--- src/rtl/lfsr_traffic_gen.sv ---
// Pseudo-random valid/ready traffic source with run modes and an optional in-band
// sequence checker, built only when LFSR_TRAFFIC_CHECK_EN is defined.
module lfsr_traffic_gen #(
    parameter int                  DATA_LEN = 8,
    parameter int                  CNT_LEN  = 16,
    parameter logic [DATA_LEN-1:0] SEED     = {{(DATA_LEN-1){1'b0}}, 1'b1}
) (
    input  logic                clk,
    input  logic                rst_n,
    input  logic                start,
    input  logic                abort,
    input  logic [1:0]          mode,
    input  logic [CNT_LEN-1:0]  burst_len,
    input  logic [CNT_LEN-1:0]  gap_len,
    input  logic [CNT_LEN-1:0]  total_len,
    output logic                valid,
    input  logic                ready,
    output logic [DATA_LEN-1:0] data,
    output logic                busy,
    output logic                done,
    output logic [CNT_LEN-1:0]  sent_cnt,
    input  logic                chk_valid,
    input  logic [DATA_LEN-1:0] chk_data,
    output logic                chk_ready,
    output logic                err,
    output logic [CNT_LEN-1:0]  err_cnt
);
    generate
        if (DATA_LEN < 3 || DATA_LEN > 32) begin : g_bad_width
            $error("lfsr_traffic_gen: DATA_LEN must be in 3..32");
        end
        if (SEED == '0) begin : g_bad_seed
            $error("lfsr_traffic_gen: SEED must be non-zero");
        end
    endgenerate

    // Maximal-length Fibonacci tap masks, bit i set means lfsr[i] feeds the XOR.
    function automatic logic [31:0] tap_mask(input int w);
        case (w)
            3:  tap_mask = 32'h0000_0006;
            4:  tap_mask = 32'h0000_000C;
            5:  tap_mask = 32'h0000_0014;
            6:  tap_mask = 32'h0000_0030;
            7:  tap_mask = 32'h0000_0060;
            8:  tap_mask = 32'h0000_00B8;
            9:  tap_mask = 32'h0000_0110;
            10: tap_mask = 32'h0000_0240;
            11: tap_mask = 32'h0000_0500;
            12: tap_mask = 32'h0000_0829;
            13: tap_mask = 32'h0000_100D;
            14: tap_mask = 32'h0000_2015;
            15: tap_mask = 32'h0000_6000;
            16: tap_mask = 32'h0000_D008;
            17: tap_mask = 32'h0001_2000;
            18: tap_mask = 32'h0002_0400;
            19: tap_mask = 32'h0004_0023;
            20: tap_mask = 32'h0009_0000;
            21: tap_mask = 32'h0014_0000;
            22: tap_mask = 32'h0030_0000;
            23: tap_mask = 32'h0042_0000;
            24: tap_mask = 32'h00E1_0000;
            25: tap_mask = 32'h0120_0000;
            26: tap_mask = 32'h0200_0023;
            27: tap_mask = 32'h0400_0013;
            28: tap_mask = 32'h0900_0000;
            29: tap_mask = 32'h1400_0000;
            30: tap_mask = 32'h2000_0029;
            31: tap_mask = 32'h4800_0000;
            32: tap_mask = 32'h8020_0003;
            default: tap_mask = 32'h0;
        endcase
    endfunction

    localparam logic [DATA_LEN-1:0] TAPS = DATA_LEN'(tap_mask(DATA_LEN));

    function automatic logic [DATA_LEN-1:0] next_lfsr(input logic [DATA_LEN-1:0] v);
        next_lfsr = {v[DATA_LEN-2:0], ^(v & TAPS)};
    endfunction

    typedef enum logic [1:0] {S_IDLE, S_RUN, S_GAP} state_t;

    state_t             state;
    logic [CNT_LEN-1:0] burst_cnt, gap_cnt;
    logic [CNT_LEN-1:0] sent_nxt, burst_nxt, gap_nxt;
    logic               beat, start_go, counted, bursty;

    assign beat      = valid & ready;
    assign start_go  = (state == S_IDLE) & start & ~abort;
    assign counted   = (mode == 2'b10);
    assign bursty    = (mode == 2'b01) && (burst_len != '0);
    assign sent_nxt  = sent_cnt + CNT_LEN'(1);
    assign burst_nxt = burst_cnt + CNT_LEN'(1);
    assign gap_nxt   = gap_cnt + CNT_LEN'(1);
    assign chk_ready = 1'b1;

    always_ff @(posedge clk or negedge rst_n) begin
        if (!rst_n) begin
            state     <= S_IDLE;
            valid     <= 1'b0;
            data      <= SEED;
            busy      <= 1'b0;
            done      <= 1'b0;
            sent_cnt  <= '0;
            burst_cnt <= '0;
            gap_cnt   <= '0;
        end else begin
            done <= 1'b0;
            case (state)
                S_IDLE: begin
                    if (start_go) begin
                        data      <= SEED;
                        sent_cnt  <= '0;
                        burst_cnt <= '0;
                        gap_cnt   <= '0;
                        if (counted && total_len == '0) begin
                            done <= 1'b1;
                        end else begin
                            state <= S_RUN;
                            valid <= 1'b1;
                            busy  <= 1'b1;
                        end
                    end
                end
                S_RUN: begin
                    // A beat coinciding with abort is still delivered and counted.
                    if (beat) begin
                        data     <= next_lfsr(data);
                        sent_cnt <= sent_nxt;
                    end
                    if (abort) begin
                        state <= S_IDLE;
                        valid <= 1'b0;
                        busy  <= 1'b0;
                    end else if (beat) begin
                        if (counted) begin
                            if (sent_nxt == total_len) begin
                                state <= S_IDLE;
                                valid <= 1'b0;
                                busy  <= 1'b0;
                                done  <= 1'b1;
                            end
                        end else if (bursty) begin
                            if (burst_nxt == burst_len) begin
                                burst_cnt <= '0;
                                if (gap_len != '0) begin
                                    state   <= S_GAP;
                                    valid   <= 1'b0;
                                    gap_cnt <= '0;
                                end
                            end else begin
                                burst_cnt <= burst_nxt;
                            end
                        end
                    end
                end
                S_GAP: begin
                    if (abort) begin
                        state <= S_IDLE;
                        busy  <= 1'b0;
                    end else if (gap_nxt == gap_len) begin
                        state <= S_RUN;
                        valid <= 1'b1;
                    end else begin
                        gap_cnt <= gap_nxt;
                    end
                end
                default: begin
                    state <= S_IDLE;
                    valid <= 1'b0;
                    busy  <= 1'b0;
                end
            endcase
        end
    end

`ifdef LFSR_TRAFFIC_CHECK_EN
    logic [DATA_LEN-1:0] exp_data;

    // No resync: after a mismatch the expected stream keeps free-running.
    always_ff @(posedge clk or negedge rst_n) begin
        if (!rst_n) begin
            exp_data <= SEED;
            err      <= 1'b0;
            err_cnt  <= '0;
        end else if (start_go) begin
            exp_data <= SEED;
            err      <= 1'b0;
            err_cnt  <= '0;
        end else if (chk_valid) begin
            exp_data <= next_lfsr(exp_data);
            if (chk_data != exp_data) begin
                err <= 1'b1;
                if (err_cnt != '1) err_cnt <= err_cnt + CNT_LEN'(1);
            end
        end
    end
`else
    logic chk_unused;
    assign chk_unused = ^{chk_valid, chk_data};
    assign err        = 1'b0;
    assign err_cnt    = '0;
`endif

endmodule

--- config.mk ---
export PLATFORM = sky130hd
export DESIGN_NAME = lfsr_traffic_gen
export DESIGN_NICKNAME = d
export VERILOG_FILES = /design/src/rtl/lfsr_traffic_gen.sv
export SDC_FILE = /design/constraint.sdc
export NUM_CORES = 1
export LEC_CHECK = 0
export CAP_MARGIN = 15
export CORE_ASPECT_RATIO = 0.75
export CORE_MARGIN = 2
export CORE_UTILIZATION = 51
export CTS_BUF_LIST = sky130_fd_sc_hd__clkbuf_16
export CTS_CLUSTER_SIZE = 8
export DETAILED_ROUTE_END_ITERATION = 8
export PLACE_DENSITY = 0.8
export REMOVE_ABC_BUFFERS = 1
export SLEW_MARGIN = 20
export SYNTH_ARGS = -nofsm -noshare
export SYNTH_HDL_FRONTEND = slang
export SYNTH_SLANG_ARGS = --single-unit
--- constraint.sdc ---
create_clock -name clk -period 4.7 [get_ports clk]
set_input_delay 0.47 -clock clk [delete_from_list [all_inputs] [get_ports clk]]
set_output_delay 0.47 -clock clk [all_outputs]
set_load 0.005 [all_outputs]
==> results.py <==
metrics = {
    "status": {
        "status": "finished, final reports clean",
    },
    "setup_path": {
        "r2r_cells": 9,
        "path_class": "flop to flop",
        "slowest_delay_ns": 0.65,
        "crit_chain": "ha_1, nand3_2, nor3_2, o32ai_1, or4_1, nor4_2, or3_1, and2_4, o22a_1",
        "r2r-start": "gap_cnt[0]$_DFFE_PN0P_",
        "crit_path_start_kind": "flop",
        "r2r_slack_ns": 0.97,
        "critical-path-slowest-cell": "or3_1",
        "worstPathMaxFanout": 19,
        "cp.required_ns": 4.97,
        "crit_arrival_ns": 4.01,
        "cp-end-kind": "flop",
        "reg2reg_to": "gap_cnt[10]$_DFFE_PN0P_",
    },
    "logic_synthesis": {
        "synth-main-ff-cell": "dfrtp_1",
        "seq_area_frac_synth_pct": 29.8,
        "synth_top_area_share_pct": 29.3,
        "synth.distinct_cells": 78,
        "ys_ff_latch": 61,
        "synth_area_leaders": "dfrtp_1 29%, xnor2_1 6.0%, o21ai_0 4.5%",
        "syn_area_um2": 5120,
        "synth_edf_count": 0,
        "synth_cells": 625,
        "synth_async_sr_flop_share_pct": 100,
        "syn_area_per_cell_um2": 8.20,
        "synth_warnings": 0,
        "synth_top_area_cell": "dfrtp_1",
    },
    "sta": {
        "setup_tns_ns": 0,
        "rsz0062_at_grt": "no",
        "tightest_slew_ns": 0.886,
        "slew_violations": 0,
        "skew_ns": 0.00786,
        "hold_violations": 0,
        "setup_viol": 0,
        "fin_crit_ns": 3.73,
        "max-slew-margin-rel_pct": 40.7,
        "fin_crit_sh_pct": 79.4,
        "fmax_ghz": 0.268,
    },
    "floorplanning": {
        "die_h_um": 90.8,
        "fp-row-count": 31,
        "coreArea_um2": 9700,
        "start_util_pct": 52.9,
        "io_pins": 109,
        "die_w_um": 120,
        "die-area_um2": 10900,
    },
    "detailed_routing": {
        "drtIter0Drc": 454,
        "viasPerCell": 6.26,
        "drcViolationCount": 0,
        "avgRoutedWirePerCell_um": 17.8,
        "wirelength_um": 14500,
        "dr.pass1.iters": 5,
        "via_count": 5084,
        "drtAntennaViolNets": 0,
    },
    "cells_and_area": {
        "drive_above_1_share_pct": 5.88,
        "final_core_util_pct": 63.3,
        "diodes": 0,
        "fin_nets": 742,
        "area_growth_pct": 19.8,
    },
    "power": {
        "leakage_uw": 0.00235,
        "ir_worst_vdd_uv": 210,
        "p_per_area_nw_per_um2": 392,
    },
    "grt": {
        "antenna_found_initial": 0,
        "grt_max_degree": 62,
        "grt_pass1_wl_um": 24200,
        "gr-usage-all-layers_pct": 27.4,
        "grt-ovfl-total": 0,
        "grt_pass1_vias": 4879,
    },
    "cts": {
        "root_buffer": "clkbuf_16",
        "clk_pin_slew_worst_paths_ns": 0.05,
        "cts_tree": "done",
        "ctsResizeCount": 0,
        "cts_sinks": 61,
        "cts-htree-levels": 3,
        "hold_buffers": 0,
        "cts_buffer_depth": 2,
        "cts_made_buffers": 9,
        "post_cts_buffers": 0,
        "worstSkewPairLatency_ns": 0.34,
    },
    "placed_design": {
        "io_buffers": 81,
        "hpwl_um": 10200,
        "gp_congestion": 0.945,
    },
    "flow_run": {
        "max_cap_viol_count": 0,
    },
    "hold_path": {
        "hold_class": "input pin to async pin",
    },
}
cells by family (layout without fill, tap and decap cells):
group / count (synthesis) / in the layout / synth area share [%]
multiplexers: 4 / 4 / 0.830
AO/OA/AOI/OAI: 158 / 158 / 21.1
other: 2 / 18 / 0.147
flip-flops: 61 / 61 / 29.8
XOR/XNOR: 60 / 60 / 10.5
AND/OR/NAND/NOR: 261 / 261 / 28.8
adder cells (fa/ha/maj): 3 / 3 / 0.732
buffers and inverters: 76 / 115 / 8.08
Yosys cell counts (3+ instances only):
library cell   n
dfrtp_1       60
a22o_1        18
and3_1         8
xnor2_1       35
buf_2         13
buf_4         24
or4_1          3
a211o_1        3
xor2_1        24
clkbuf_1      21
nor4_2         3
ha_1           3
nand4_1       20
nor2_1        49
a31oi_1        6
or3_1          9
o21ai_1       16
nor2b_1       10
or2_2          4
nand2_1       44
a21o_1         4
a21oi_1       14
inv_1         14
o22a_1        11
o41ai_1        3
o21ai_0       46
and4_1         6
nor4b_1        4
buf_6          3
o31ai_1        6
a221oi_1       4
nand3_1       30
a211oi_1       4
nor3_1        18
nor4_1        24
nand2b_1       7
nor3b_1        3
layout by cell type (no fill, tap or decap), types with 14 or more instances in the layout:
cell type	Yosys	routed
dfrtp_1	60	60
o21ai_0	46	46
a21oi_1	14	14
clkdlybuf4s50_1	0	80
conb_1	2	18
nand2_1	44	44
o21ai_1	16	16
nor4_1	24	24
nor2_1	49	49
inv_1	14	15
nand4_1	20	20
xnor2_1	35	35
xor2_1	24	24
nor3_1	18	18
a22o_1	18	18
nand3_1	30	30
critical path: cells and delay by family, from the launching register on:
kind	cells	cell delay, ns
flops	1	0.51
fa+ha+maj	1	0.37
simple gates	6	2.54
compound gates	2	0.25
report_power, final:
part / internal (µW) / total, µW / switching (µW)
sequential: 631 / 836 / 205
combinational: 410 / 848 / 438
clock: 462 / 722 / 260
total: 1500 / 2410 / 903
final cells by class:
type / instances / area [µm²]
flip-flops and latches: 61 / 1530
well taps: 132 / 165
repair buffers: 85 / 836
clock inverters: 7 / 90.1
clock buffers: 9 / 225
multi-input cells: 504 / 3240
fillers: 828 / 3560
inverters: 14 / 52.6
state kept, by name (all words and copies together), names as in the netlist:
name / flops
burst_cnt: 16
gap_cnt: 16
sent_cnt: 16
data: 8
state: 2
busy: 1
done: 1
valid: 1
through the flow:
step	total power, µW	worst slack, ns	hold slack [ns]	cells	instance area [µm²]
after CTS	2400	1.04	0.338	812	6140
final	2410	0.968	0.285	812	6140
after detailed placement	1670	1.05	0.514	796	5820
after global placement	1630	1.13	0.511	796	5820
after floorplan	1310	1.59	0.174	579	4820
after global routing	2530	0.806	0.380	812	6140
worst max path at each step:
stage / from / to
5_1_grt: gap_cnt[0]$_DFFE_PN0P_ / gap_cnt[1]$_DFFE_PN0P_
4_1_cts: gap_cnt[0]$_DFFE_PN0P_ / gap_cnt[8]$_DFFE_PN0P_
3_5_place_dp: gap_cnt[0]$_DFFE_PN0P_ / gap_cnt[8]$_DFFE_PN0P_
6_report: gap_cnt[0]$_DFFE_PN0P_ / gap_cnt[10]$_DFFE_PN0P_
3_3_place_gp: gap_cnt[0]$_DFFE_PN0P_ / gap_cnt[1]$_DFFE_PN0P_
2_1_floorplan: burst_cnt[0]$_DFFE_PN0P_ / burst_cnt[15]$_DFFE_PN0P_
routing by layer:
| layer | vias to the layer above | GRT usage (%) | routed length [µm] |
|---|---|---|---|
| met5 | - | 0 | 0 |
| met4 | 0 | 8.53 | 183 |
| met3 | 19 | 6.69 | 1090 |
| met2 | 233 | 42.6 | 6770 |
| met1 | 2454 | 37.8 | 6450 |
| li1 | 2378 | - | - |
(Power assumes the default switching activity.)
